File: config.mk
export PLATFORM = sky130hd
export DESIGN_NAME = sdx_kernel_addwm_example_wm_write_master
export DESIGN_NICKNAME = d
export VERILOG_FILES = /design/src/rtl/sdx_kernel_addwm_example_wm_write_master.sv
export SDC_FILE = /design/constraint.sdc
export NUM_CORES = 1
export LEC_CHECK = 0
export ABC_AREA = 1
export CORE_AREA = 2 2 494 496
export CTS_CLUSTER_SIZE = 16
export DETAILED_ROUTE_END_ITERATION = 8
export DIE_AREA = 0 0 496 498
export SYNTH_ARGS = -nofsm -noshare
export SYNTH_HDL_FRONTEND = slang
export SYNTH_SLANG_ARGS = --single-unit
File: constraint.sdc
create_clock -name aclk -period 22.7 [get_ports aclk]
set_input_delay 4.54 -clock aclk [delete_from_list [all_inputs] [get_ports aclk]]
set_output_delay 4.54 -clock aclk [all_outputs]
set_load 0.05 [all_outputs]
File: src/rtl/sdx_kernel_addwm_example_wm_write_master.sv
// rtl/sdx_kernel_addwm_example_wm_write_master.sv - AXI4 write master draining a kernel stream into memory bursts
module sdx_kernel_addwm_example_wm_write_master #(
  parameter int C_M_AXI_ADDR_WIDTH = 64,
  parameter int C_M_AXI_DATA_WIDTH = 512,
  parameter int C_XFER_SIZE_WIDTH  = 32,
  parameter int C_BURST_LEN        = 64,
  parameter int C_MAX_OUTSTANDING  = 32
) (
  input  logic                            aclk,
  input  logic                            areset,
  input  logic                            ctrl_start,
  output logic                            ctrl_done,
  input  logic [C_M_AXI_ADDR_WIDTH-1:0]   ctrl_addr_offset,
  input  logic [C_XFER_SIZE_WIDTH-1:0]    ctrl_xfer_size_in_bytes,
  input  logic                            s_axis_tvalid,
  output logic                            s_axis_tready,
  input  logic                            s_axis_tlast,
  input  logic [C_M_AXI_DATA_WIDTH-1:0]   s_axis_tdata,
  output logic                            m_axi_awvalid,
  input  logic                            m_axi_awready,
  output logic [C_M_AXI_ADDR_WIDTH-1:0]   m_axi_awaddr,
  output logic [7:0]                      m_axi_awlen,
  output logic                            m_axi_wvalid,
  input  logic                            m_axi_wready,
  output logic [C_M_AXI_DATA_WIDTH-1:0]   m_axi_wdata,
  output logic [C_M_AXI_DATA_WIDTH/8-1:0] m_axi_wstrb,
  output logic                            m_axi_wlast,
  input  logic                            m_axi_bvalid,
  output logic                            m_axi_bready
);

  localparam int XW          = C_XFER_SIZE_WIDTH;
  localparam int AW          = C_M_AXI_ADDR_WIDTH;
  localparam int BYTES       = C_M_AXI_DATA_WIDTH / 8;
  localparam int BYTES_SHIFT = $clog2(BYTES);
  localparam int BL_SHIFT    = $clog2(C_BURST_LEN);
  localparam int BURST_SHIFT = BYTES_SHIFT + BL_SHIFT;

  typedef enum logic [1:0] {S_IDLE, S_BUSY, S_DONE} state_t;

  state_t          state_q, state_d;
  logic [AW-1:0]   base_q, base_d;
  logic [XW-1:0]   beats_q, beats_d;
  logic [XW-1:0]   bursts_q, bursts_d;
  logic [XW-1:0]   aw_cnt_q, aw_cnt_d;
  logic [XW-1:0]   b_cnt_q, b_cnt_d;
  logic [XW-1:0]   w_burst_q, w_burst_d;
  logic [7:0]      w_beat_q, w_beat_d;
  logic            awvalid_q, awvalid_d;
  logic [AW-1:0]   awaddr_q, awaddr_d;
  logic [7:0]      awlen_q, awlen_d;

  // Start-time sizing is done one bit wider so the round-up never wraps.
  logic [XW:0]     start_round;
  logic [XW-1:0]   start_beats;
  logic [XW:0]     start_burst_round;
  logic [XW-1:0]   start_bursts;
  logic [XW-1:0]   rem_beats;
  logic [7:0]      last_len_m1;
  logic [7:0]      w_len_m1;
  logic            w_enable;
  logic            aw_hs;
  logic            w_hs;
  logic            b_take;
  logic            unused_tlast;

  assign start_round       = {1'b0, ctrl_xfer_size_in_bytes} + (C_XFER_SIZE_WIDTH+1)'(BYTES - 1);
  assign start_beats       = XW'(start_round >> BYTES_SHIFT);
  assign start_burst_round = {1'b0, start_beats} + (C_XFER_SIZE_WIDTH+1)'(C_BURST_LEN - 1);
  assign start_bursts      = XW'(start_burst_round >> BL_SHIFT);

  // Final burst carries the remainder, or a full burst when the beats divide evenly.
  assign rem_beats   = beats_q & XW'(C_BURST_LEN - 1);
  assign last_len_m1 = (rem_beats == '0) ? 8'(C_BURST_LEN - 1) : 8'(rem_beats - 1'b1);
  assign w_len_m1    = (w_burst_q == bursts_q - 1'b1) ? last_len_m1 : 8'(C_BURST_LEN - 1);

  // W data may only flow for bursts whose address has already been accepted.
  assign w_enable      = (state_q == S_BUSY) && (w_burst_q < aw_cnt_q);
  assign m_axi_wdata   = s_axis_tdata;
  assign m_axi_wvalid  = s_axis_tvalid & w_enable;
  assign s_axis_tready = m_axi_wready & w_enable;
  assign m_axi_wstrb   = '1;
  assign m_axi_wlast   = w_enable && (w_beat_q == w_len_m1);
  assign m_axi_bready  = (state_q == S_BUSY);
  assign ctrl_done     = (state_q == S_DONE);
  assign m_axi_awvalid = awvalid_q;
  assign m_axi_awaddr  = awaddr_q;
  assign m_axi_awlen   = awlen_q;
  assign unused_tlast  = s_axis_tlast;

  assign aw_hs  = awvalid_q & m_axi_awready;
  assign w_hs   = m_axi_wvalid & m_axi_wready;
  // A stray response with nothing outstanding is not counted.
  assign b_take = m_axi_bvalid & m_axi_bready & (b_cnt_q < aw_cnt_q);

  // Next-state: control FSM, burst bookkeeping and AW request generation.
  always_comb begin
    state_d   = state_q;
    base_d    = base_q;
    beats_d   = beats_q;
    bursts_d  = bursts_q;
    aw_cnt_d  = aw_cnt_q;
    b_cnt_d   = b_cnt_q;
    w_burst_d = w_burst_q;
    w_beat_d  = w_beat_q;
    awvalid_d = awvalid_q;
    awaddr_d  = awaddr_q;
    awlen_d   = awlen_q;
    case (state_q)
      S_IDLE: begin
        if (ctrl_start) begin
          base_d    = ctrl_addr_offset;
          beats_d   = start_beats;
          bursts_d  = start_bursts;
          aw_cnt_d  = '0;
          b_cnt_d   = '0;
          w_burst_d = '0;
          w_beat_d  = '0;
          state_d   = (start_beats == '0) ? S_DONE : S_BUSY;
        end
      end
      S_BUSY: begin
        if (aw_hs) aw_cnt_d = aw_cnt_q + 1'b1;
        if (b_take) b_cnt_d = b_cnt_q + 1'b1;
        if (w_hs) begin
          if (m_axi_wlast) begin
            w_beat_d  = '0;
            w_burst_d = w_burst_q + 1'b1;
          end else begin
            w_beat_d = w_beat_q + 8'd1;
          end
        end
        // A pending request holds its payload until accepted; otherwise look ahead using next counts.
        if (!awvalid_q || m_axi_awready) begin
          awvalid_d = (aw_cnt_d < bursts_q) && ((aw_cnt_d - b_cnt_d) < XW'(C_MAX_OUTSTANDING));
          if (awvalid_d) begin
            awaddr_d = base_q + (AW'(aw_cnt_d) << BURST_SHIFT);
            awlen_d  = (aw_cnt_d == bursts_q - 1'b1) ? last_len_m1 : 8'(C_BURST_LEN - 1);
          end
        end
        if ((b_cnt_q == bursts_q) && (w_burst_q == bursts_q)) state_d = S_DONE;
      end
      S_DONE: state_d = S_IDLE;
      default: state_d = S_IDLE;
    endcase
  end

  // State and counter registers, cleared asynchronously.
  always_ff @(posedge aclk or posedge areset) begin
    if (areset) begin
      state_q   <= S_IDLE;
      base_q    <= '0;
      beats_q   <= '0;
      bursts_q  <= '0;
      aw_cnt_q  <= '0;
      b_cnt_q   <= '0;
      w_burst_q <= '0;
      w_beat_q  <= '0;
      awvalid_q <= 1'b0;
      awaddr_q  <= '0;
      awlen_q   <= '0;
    end else begin
      state_q   <= state_d;
      base_q    <= base_d;
      beats_q   <= beats_d;
      bursts_q  <= bursts_d;
      aw_cnt_q  <= aw_cnt_d;
      b_cnt_q   <= b_cnt_d;
      w_burst_q <= w_burst_d;
      w_beat_q  <= w_beat_d;
      awvalid_q <= awvalid_d;
      awaddr_q  <= awaddr_d;
      awlen_q   <= awlen_d;
    end
  end

endmodule

# == Word-level counts from Yosys, hierarchy flattened ==
# Index checks and enable logic that the tools add are counted.
# totals
in_bits,616
word_cells,80
ff_bits,276
output_inout_bits,654
# classes
addsub,10
magnitude_cmp,4
n_reduce_logical,17
bitwise_logic,6
eq_ne,11
mux,21
# ops
operator,count
$mux W32,7
$pmux W32 S2,3
$add A32 B1 Y32 const B,3
$add A64 B44 Y64,1
$eq A32 B27 Y1,2
$eq A32 B32 Y1,2
$logic_not A32 Y1,2
$lt A32 B32 Y1,2
$mux W8,6
$add A32 B6 Y33 const B,1
$lt A32 B27 Y1,1
$lt A32 B6 Y1 const B,1
$sub A32 B32 Y32,1
$add A27 B6 Y28 const B,1
$sub A27 B1 Y28 const B,1
$pmux W8 S2,1
$add A8 B1 Y8 const B,1
$eq A8 B8 Y1,1
$reduce_and A2 Y1,4
$sub A6 B1 Y7 const B,1
$and A1 B1 Y1,6
$mux W2,3
$reduce_and A3 Y1,2
$logic_and A1 B1 Y1,4
other kinds (10),12

# == Depth between registers and ports, before layout ==
# Gate-level depths: netlist of run 1.
# depth
ltp_word,9
depth_mapped,42
ltp_nobuf,40

# == Worst setup path after synthesis of run 1 ==
# Ideal clock, no wire load.
# synth_timing
path_kind,input-to-output
startpoint,in m_axi_wready
endpoint,out s_axis_tready
arrival_ns,5.247
cell_stages,2
path_slack_ns,12.913
required_time_ns,18.160
cell_sequence,inv_1 -> nor2_1
# synth_between
elab_chain_cells,1
# synth_rtl
element,line_no,rtl
"start, declared",24,"input logic m_axi_wready,"
$and A1 B1 Y1,81,assign s_axis_tready = m_axi_wready & w_enable;
"end, declared",16,"output logic s_axis_tready,"
# Every way passes these cells.

# == Final worst setup path of run 1 ==
# layout_timing
startpoint,in m_axi_awready
endpoint,reg awaddr_q[7] (netlist: m_axi_awaddr[7])
# layout_between
elab_chain_cells,7
# layout_rtl
element,line_no,rtl
"start, declared",20,"input logic m_axi_awready,"
$and A1 B1 Y1,91,assign aw_hs = awvalid_q & m_axi_awready;
$mux W32,123,if (aw_hs) aw_cnt_d = aw_cnt_q + 1'b1;
$mux W32,109,case (state_q)
$sub A32 B32 Y32,135,awvalid_d = (aw_cnt_d < bursts_q) && ((aw_cnt_d - b_cnt_d) < XW'(C_MAX_OUTSTANDING));
$lt A32 B6 Y1,135,
$logic_and A1 B1 Y1,135,
$reduce_and A3 Y1 (no line) *,--,
"end signal, assigned",172,awaddr_q <= awaddr_d;
"end, declared",50,"logic [AW-1:0] awaddr_q, awaddr_d;"
# Mark *: on every way between the ends. The rest lies on a longest branch, timed or not. The select of a mux whose other input is x is not followed.
# A chain may end at the register's enable or synchronous reset.

==> flow_summary_export.csv, run 1 <==
group,metric,value,unit
outcome,status,"finished clean",
final_layout,multi_input_area,14000,um2
synth,synth_top_family_by_area,"simple AND/OR/NAND/NOR gates",
clocking,cts_tree,"yes",
final_layout,regArea,6760,um2
clocking,cts-hold-fix-buffers,0,
synth,ys.flop_type,"dfrtp_1",
hold_path,min_path_type,"flop to flop",
detailed_routing,wire_per_inst,24.3,um
floorplanning,die_h,498,um
synth,yosys-mux-area-fraction,0,
synth,ys_ff_latch,270,
placement,post-dp-hpwl,143000,um
synth,synthXorXnorAreaFrac,0.0745,
sta,slew_headroom,0.237,
power_and_ir_drop,p_total,0.00352,W
worst_setup_path,endpoint_kind,"flop",
worst_setup_path,reg2regPathDepth,33,
floorplanning,dieArea,247000,um2
detailed_routing,drt-pass1-iter-count,8,
synth,synth-compound-area-share,0.0883,
final_layout,nNetsFinal,4301,
worst_setup_path,worst_setup_path_start_kind,"primary input",
sta,layout_min_cycle_time,11.52,ns
synth,syn_inst,3902,
global_routing,grt_first_pass_wirelength,212000,um
sta,finalMaxSlewViolations,0,
global_routing,antenna_found_initial,16,
placement,dp_slack,10.71,ns
worst_setup_path,cp_max_fo,72,
hold_path,whs_path_depth,2,
synth,syn-cell-area,26800,um2
floorplanning,pin_count,1270,
global_routing,grt_max_degree,101,
clocking,cts_max_path_buffers,3,
floorplanning,start_util,0.111,
final_layout,area_growth_syn_to_layout,9.98,%
final_layout,fill_cells,28200,
job,maxCapViolations,0,
placement,port_buffers,180,
sta,fin_crit_sh,0.507,
global_routing,grtUsageTotal,0.127,
clocking,postCtsResizedCells,0,
sta,rsz0062_at_grt,"no",
detailed_routing,drcViolationCount,0,
floorplanning,die_w,496,um
sta,setup_viol,0,
floorplanning,rows,181,
worst_setup_path,required,23.17,ns
worst_setup_path,critical_path.slowest_cell,"xor2_1",
worst_setup_path,cp.arrival,11.98,ns
sta,finClkSkew,0.0274,ns
sta,fin_tns_setup,0,ns
synth,synth_edf_count,0,
synth,syn_area_per_cell,6.87,um2
detailed_routing,routed_via_density,3.59,
sta,worst_pin_slew,1.14,ns
detailed_routing,vias,24300,
detailed_routing,drt_iter0_markers,2427,
clocking,cts_root_buf,"clkbuf_16",
worst_setup_path,path_class,"primary input to flop",
synth,synth_cell_types,56,
detailed_routing,drt_wl_total,164000,um
clocking,cts_max_level,2,
power_and_ir_drop,power-per-cell-area,119,nW/um2
floorplanning,core_area,242000,um2
synth,yosys.area_share.simple,0.277,
worst_setup_path,cpPeakStageDelay,0.90,ns
global_routing,grt_pass1_vias,22900,
clocking,clk_latency,0.58,ns
worst_setup_path,cp_common_cell,"nand2_1",
sta,hold_viol,0,
global_routing,overflow,0,
detailed_routing,ant_nets,0,
clocking,postCtsSetupRepairBufs,0,
power_and_ir_drop,p_leak,13.7,nW
synth,async_flop_share,1.00,
synth,synth_seq_area_share,0.252,
sta,timing.fmax,0.0868,GHz
final_layout,layout-drive-gt1-share,0.0340,
sta,setup_slack,11.18,ns
placement,gp_congestion,0.952,
clocking,clk_pin_slew_worst_paths,0.07,ns
clocking,cts_buffers,35,
synth,yosysWarningCount,0,
power_and_ir_drop,ir_worst_vdd,175,uV
clocking,cts_sinks,270,
synth,synth-adder-area-share,0.0721,
==> worst paths after layout <==
| check | start | end | slack [ns] |
|---|---|---|---|
| worst min register to register | m_axi_awaddr[45]$_DFFE_PP0P_ | m_axi_awaddr[45]$_DFFE_PP0P_ | 0.47 |
| worst max-delay path | m_axi_awready | m_axi_awaddr[7]$_DFFE_PP0P_ | 11.18 |
| worst min-delay path | m_axi_awaddr[45]$_DFFE_PP0P_ | m_axi_awaddr[45]$_DFFE_PP0P_ | 0.47 |
| worst max register to register | state_q[0]$_DFFE_PP0P_ | m_axi_awaddr[7]$_DFFE_PP0P_ | 14.95 |
| max in group asynchronous | areset | w_burst_q[10]$_DFFE_PP0P_ | 16.74 |
| min in group asynchronous | areset | base_q[62]$_DFFE_PP0P_ | 4.47 |
==> stage by stage <==
stage / hold slack [ns] / util / instance area [um2] / instances
after detailed placement: 0.459 / 0.117 / 28300 / 6696
after floorplan: 0.450 / - / 27100 / 3965
final: 0.470 / 0.122 / 29500 / 6763
after CTS: 0.474 / 0.122 / 29500 / 6759
after global placement: 0.456 / 0.117 / 28300 / 6696
after global routing: 0.496 / 0.122 / 29500 / 6763
==> flip-flops by register name, indices dropped and copies added (netlist names), 7 cells and up <==
name / count
bursts_q: 22
aw_cnt_q: 32
m_axi_awlen: 7
b_cnt_q: 32
w_burst_q: 32
base_q: 64
m_axi_awaddr: 64
w_beat_q: 8
==> routing by layer <==
metal | track usage | share of wire | up-vias
met5 | 0.0178 | 0.0039 | -
met4 | 0.0477 | 0.042 | 16
met3 | 0.145 | 0.27 | 359
met2 | 0.188 | 0.42 | 1657
met1 | 0.105 | 0.27 | 11000
li1 | - | - | 11300
==> logic make-up (layout without fill, tap and decap cells) <==
kind of cell | Yosys count | in the layout
AND/OR/NAND/NOR | 1733 | 1733
buffers and inverters | 1093 | 685
AO/OA/AOI/OAI | 423 | 423
flip-flops | 270 | 270
XOR/XNOR | 228 | 228
adder cells (fa/ha/maj) | 154 | 154
other | 1 | 68
==> worst max-delay path, delay by kind of cell <==
kind | cells | cell delay [ns]
AOI/OAI and AO/OA | 2 | 0.29
adders and majority gates | 1 | 0.43
and+or+nand+nor | 21 | 4.13
buffers and inverters | 4 | 1.63
xor gates and xnor gates | 1 | 0.90
==> synthesized netlist by cell type (all sizes together), types with 96 or more instances <==
cell type / n / area share
nor2: 325 / 0.047
inv: 420 / 0.059
o21ai: 140 / 0.026
dfrtp: 270 / 0.25
ha: 153 / 0.071
nor3: 105 / 0.020
xor2: 168 / 0.055
buf: 597 / 0.17
nand3: 203 / 0.039
nand2: 937 / 0.13
a21oi: 148 / 0.028
nand4: 96 / 0.023
==> area by class of cell <==
class	count	share of cell area
Timing Repair Buffer	200	0.0662
Tap cell	3202	0.136
Multi-Input combinational cell	2602	0.474
Antenna cell	4	0.000339
Inverter	422	0.0540
Clock buffer	44	0.0322
Clock inverter	19	0.00798
Sequential cell	270	0.229
==> power breakdown <==
group / switching, W / internal (W) / total, W
logic: 0.00161 / 0.000684 / 0.00229
clock network: 0.000253 / 0.000337 / 0.000590
registers: 0.0000951 / 0.000541 / 0.000636
total: 0.00195 / 0.00156 / 0.00352
==> cell usage in the layout (no fill, tap or decap), drive strengths merged, types with 5 or more instances in the layout <==
cell type / instances
nand3b: 13
clkbuf: 44
buf: 20
nor2: 325
o31ai: 5
inv: 423
dfrtp: 270
xnor2: 60
or2: 13
o21a: 12
nand3: 203
clkinv: 11
a21oi: 148
a21o: 7
nor3: 105
clkdlybuf4s50: 180
conb: 64
xor2: 168
a31oi: 8
o22ai: 76
nand2: 937
ha: 153
o211ai: 7
nand4: 96
o21ai: 140
nor4: 33
Power figures use the tool's default switching activity.
==> inputs of run 2 (changes only) <==
--- a/config.mk
+++ b/config.mk
@@ -6,10 +6,10 @@
 export NUM_CORES = 1
 export LEC_CHECK = 0
 export ABC_AREA = 1
-export CORE_AREA = 2 2 494 496
+export CORE_AREA = 2 2 496 498
 export CTS_CLUSTER_SIZE = 16
 export DETAILED_ROUTE_END_ITERATION = 8
-export DIE_AREA = 0 0 496 498
+export DIE_AREA = 0 0 498 500
 export SYNTH_ARGS = -nofsm -noshare
 export SYNTH_HDL_FRONTEND = slang
 export SYNTH_SLANG_ARGS = --single-unit
==> constraint.sdc (replaced) <==
create_clock -name aclk -period 11.99 [get_ports aclk]
set_input_delay 2.398 -clock aclk [delete_from_list [all_inputs] [get_ports aclk]]
set_output_delay 2.398 -clock aclk [all_outputs]
set_load 0.05 [all_outputs]
==> run 2 against run 1 <==
Net effect: first-iteration DRC count shrank 8.8%; highest routed layer unchanged; flip-flop and latch count did not move; combinational power rose by 89%.
==> flow_summary_export.csv, run 2 (synthesized netlist as in run 1, its figures left out) <==
group,metric,value,unit
power_and_ir_drop,power-per-cell-area,226,nW/um2
sta,setup_viol,0,
detailed_routing,route.top_layer_used,"met5",
global_routing,antenna_found_initial,12,
floorplanning,start_util,0.110,
power_and_ir_drop,p_int,0.00304,W
sta,layout_min_cycle_time,9.07,ns
final_layout,multi_input_area,14000,um2
detailed_routing,wire_per_inst,23.7,um
worst_setup_path,endpoint_kind,"flop",
power_and_ir_drop,combPwrFrac,0.646,
final_layout,final_core_util,0.121,
detailed_routing,wl_met1,45200,um
floorplanning,dieArea,249000,um2
detailed_routing,wl_met2,66600,um
floorplanning,die_w,498,um
final_layout,final_common_cell,"nand2_1",
sta,fin_crit_sh,0.756,
final_layout,nNetsFinal,4306,
clocking,postCtsResizedCells,0,
worst_setup_path,worst_setup_path_start_kind,"primary input",
sta,worst_pin_slew,1.17,ns
floorplanning,pin_count,1270,
placement,port_buffers,180,
worst_setup_path,required,12.43,ns
outcome,status,"finished clean",
clocking,postCtsSetupRepairBufs,0,
final_layout,final_cell_mix,"nand2_1 (932), inv_1 (413), nor2_1 (313)",
clocking,cts_root_buf,"clkbuf_16",
global_routing,grt_first_pass_wirelength,212000,um
hold_path,whs_path_depth,2,
power_and_ir_drop,pwr-share-clk,0.175,
worst_setup_path,cp_max_fo,39,
sta,hold_viol,0,
hold_path,min_path_type,"flop to flop",
power_and_ir_drop,switching_power,0.00366,W
global_routing,grt_pass1_vias,23200,
power_and_ir_drop,switching_share,0.547,
sta,slew_headroom,0.219,
final_layout,regArea,6760,um2
clocking,clk_latency,0.58,ns
floorplanning,core_area,244000,um2
clocking,cts_buffers,37,
clocking,cts-hold-fix-buffers,0,
global_routing,overflow,0,
job,maxCapViolations,0,
detailed_routing,drt_wl_total,161000,um
placement,dp.cells,6717,
detailed_routing,drcViolationCount,0,
final_layout,fill_cells,28500,
sta,finalMaxSlewViolations,0,
sta,finClkSkew,0.0234,ns
power_and_ir_drop,p_total,0.00670,W
power_and_ir_drop,ir_worst_vdd,198,uV
global_routing,grtUsageTotal,0.124,
sta,rsz0062_at_grt,"no",
worst_setup_path,cp.arrival,9.51,ns
clocking,cts_max_level,2,
global_routing,grt_max_degree,73,
final_layout,final_cell_count_no_fill,6787,
worst_setup_path,path_class,"primary input to flop",
detailed_routing,ant_nets,0,
power_and_ir_drop,p_leak,13.8,nW
final_layout,area_growth_syn_to_layout,10.4,%
clocking,cts_sinks,270,
power_and_ir_drop,seq_power_share,0.179,
sta,hold_ws,0.468,ns
detailed_routing,vias,24300,
sta,fin_tns_setup,0,ns
floorplanning,die_h,500,um
placement,gp_congestion,0.947,
detailed_routing,drt_iter0_markers,2214,
final_layout,layout-drive-gt1-share,0.0351,
floorplanning,rows,182,
worst_setup_path,reg2regPathDepth,34,
clocking,clk_pin_slew_worst_paths,0.05,ns
clocking,cts_tree,"yes",
clocking,cts_max_path_buffers,3,
detailed_routing,route.met3.wl,42100,um
detailed_routing,drt-pass1-iter-count,6,
detailed_routing,routed_via_density,3.58,
sta,timing.fmax,0.110,GHz
placement,post-dp-hpwl,140000,um
run 2: cell count changes in the layout (fill, tap and decap cells not counted), moves of 2 or more:
cell        before  now
buf_4           20   23
clkbuf_16       35   38
clkinv_2         5    8
clkinvlp_4       4    1
clkbuf_1         5    7
clkinv_4         2    0
run 2: metrics by stage:
step           setup WS (ns)  area, um2
2_1_floorplan           2.15      27100
4_1_cts                 3.13      29600
3_3_place_gp            2.55      28300
5_1_grt                 2.45      29600
6_report                2.92      29600
3_5_place_dp            2.54      28300
run 2: worst paths after layout:
| path | endpoint | slack, ns | start |
|---|---|---|---|
| hold / removal | m_axi_awaddr[16]$_DFFE_PP0P_ | 0.47 | m_axi_awaddr[16]$_DFFE_PP0P_ |
| setup / recovery | m_axi_awlen[0]$_DFFE_PP0P_ | 2.92 | m_axi_awready |
| min in group asynchronous | base_q[59]$_DFFE_PP0P_ | 2.29 | areset |
| max in group asynchronous | b_cnt_q[2]$_DFFE_PP0P_ | 8.24 | areset |
| setup reg to reg | m_axi_awlen[0]$_DFFE_PP0P_ | 4.62 | aw_cnt_q[25]$_DFFE_PP0P_ |
| hold reg to reg | m_axi_awaddr[16]$_DFFE_PP0P_ | 0.47 | m_axi_awaddr[16]$_DFFE_PP0P_ |
run 2: critical path, stage by stage:
cell and delay (ns):
clkdlybuf4s50_1 0.49, nand2_1 0.26, inv_2 0.36, nand2_1 0.15
inv_1 0.08, nand2_1 0.11, nor3_2 0.41, nand4_1 0.17
or2_1 0.26, nor2_1 0.14, xor2_1 0.92, ha_1 0.44
a21oi_1 0.30, o21a_1 0.19, o21ai_0 0.15, nand3_1 0.11
o311ai_0 0.12, a21oi_1 0.18, nand2_1 0.07, nand2_1 0.06
nand2_1 0.05, inv_1 0.07, nand3_1 0.11, nor2_4 0.70
nand2_2 0.80, nand2_1 0.26, nand2_1 0.07
run 2: cell type report:
type,instances,area share
multi-input cells,2602,0.473
flip-flops and latches,270,0.228
well taps,3220,0.136
repair buffers,203,0.0667
inverters,422,0.0539
clock buffers,50,0.0353
clock inverters,16,0.00681
diodes,4,0.000338
run 2: routing by layer:
metal,global-route usage,up-vias
met5,0.0122,-
met4,0.0447,12
met3,0.141,356
met2,0.185,1610
met1,0.105,11000
li1,-,11300
run 2: power groups by stage:
stage          Sequential (W)  Combinational, W  Clock [W]
3_3_place_gp          0.00121           0.00423          0
2_1_floorplan         0.00113           0.00347          0
3_5_place_dp          0.00121           0.00424          0
5_1_grt               0.00121           0.00479    0.00123
6_report              0.00120           0.00432    0.00117
4_1_cts               0.00119           0.00426    0.00119
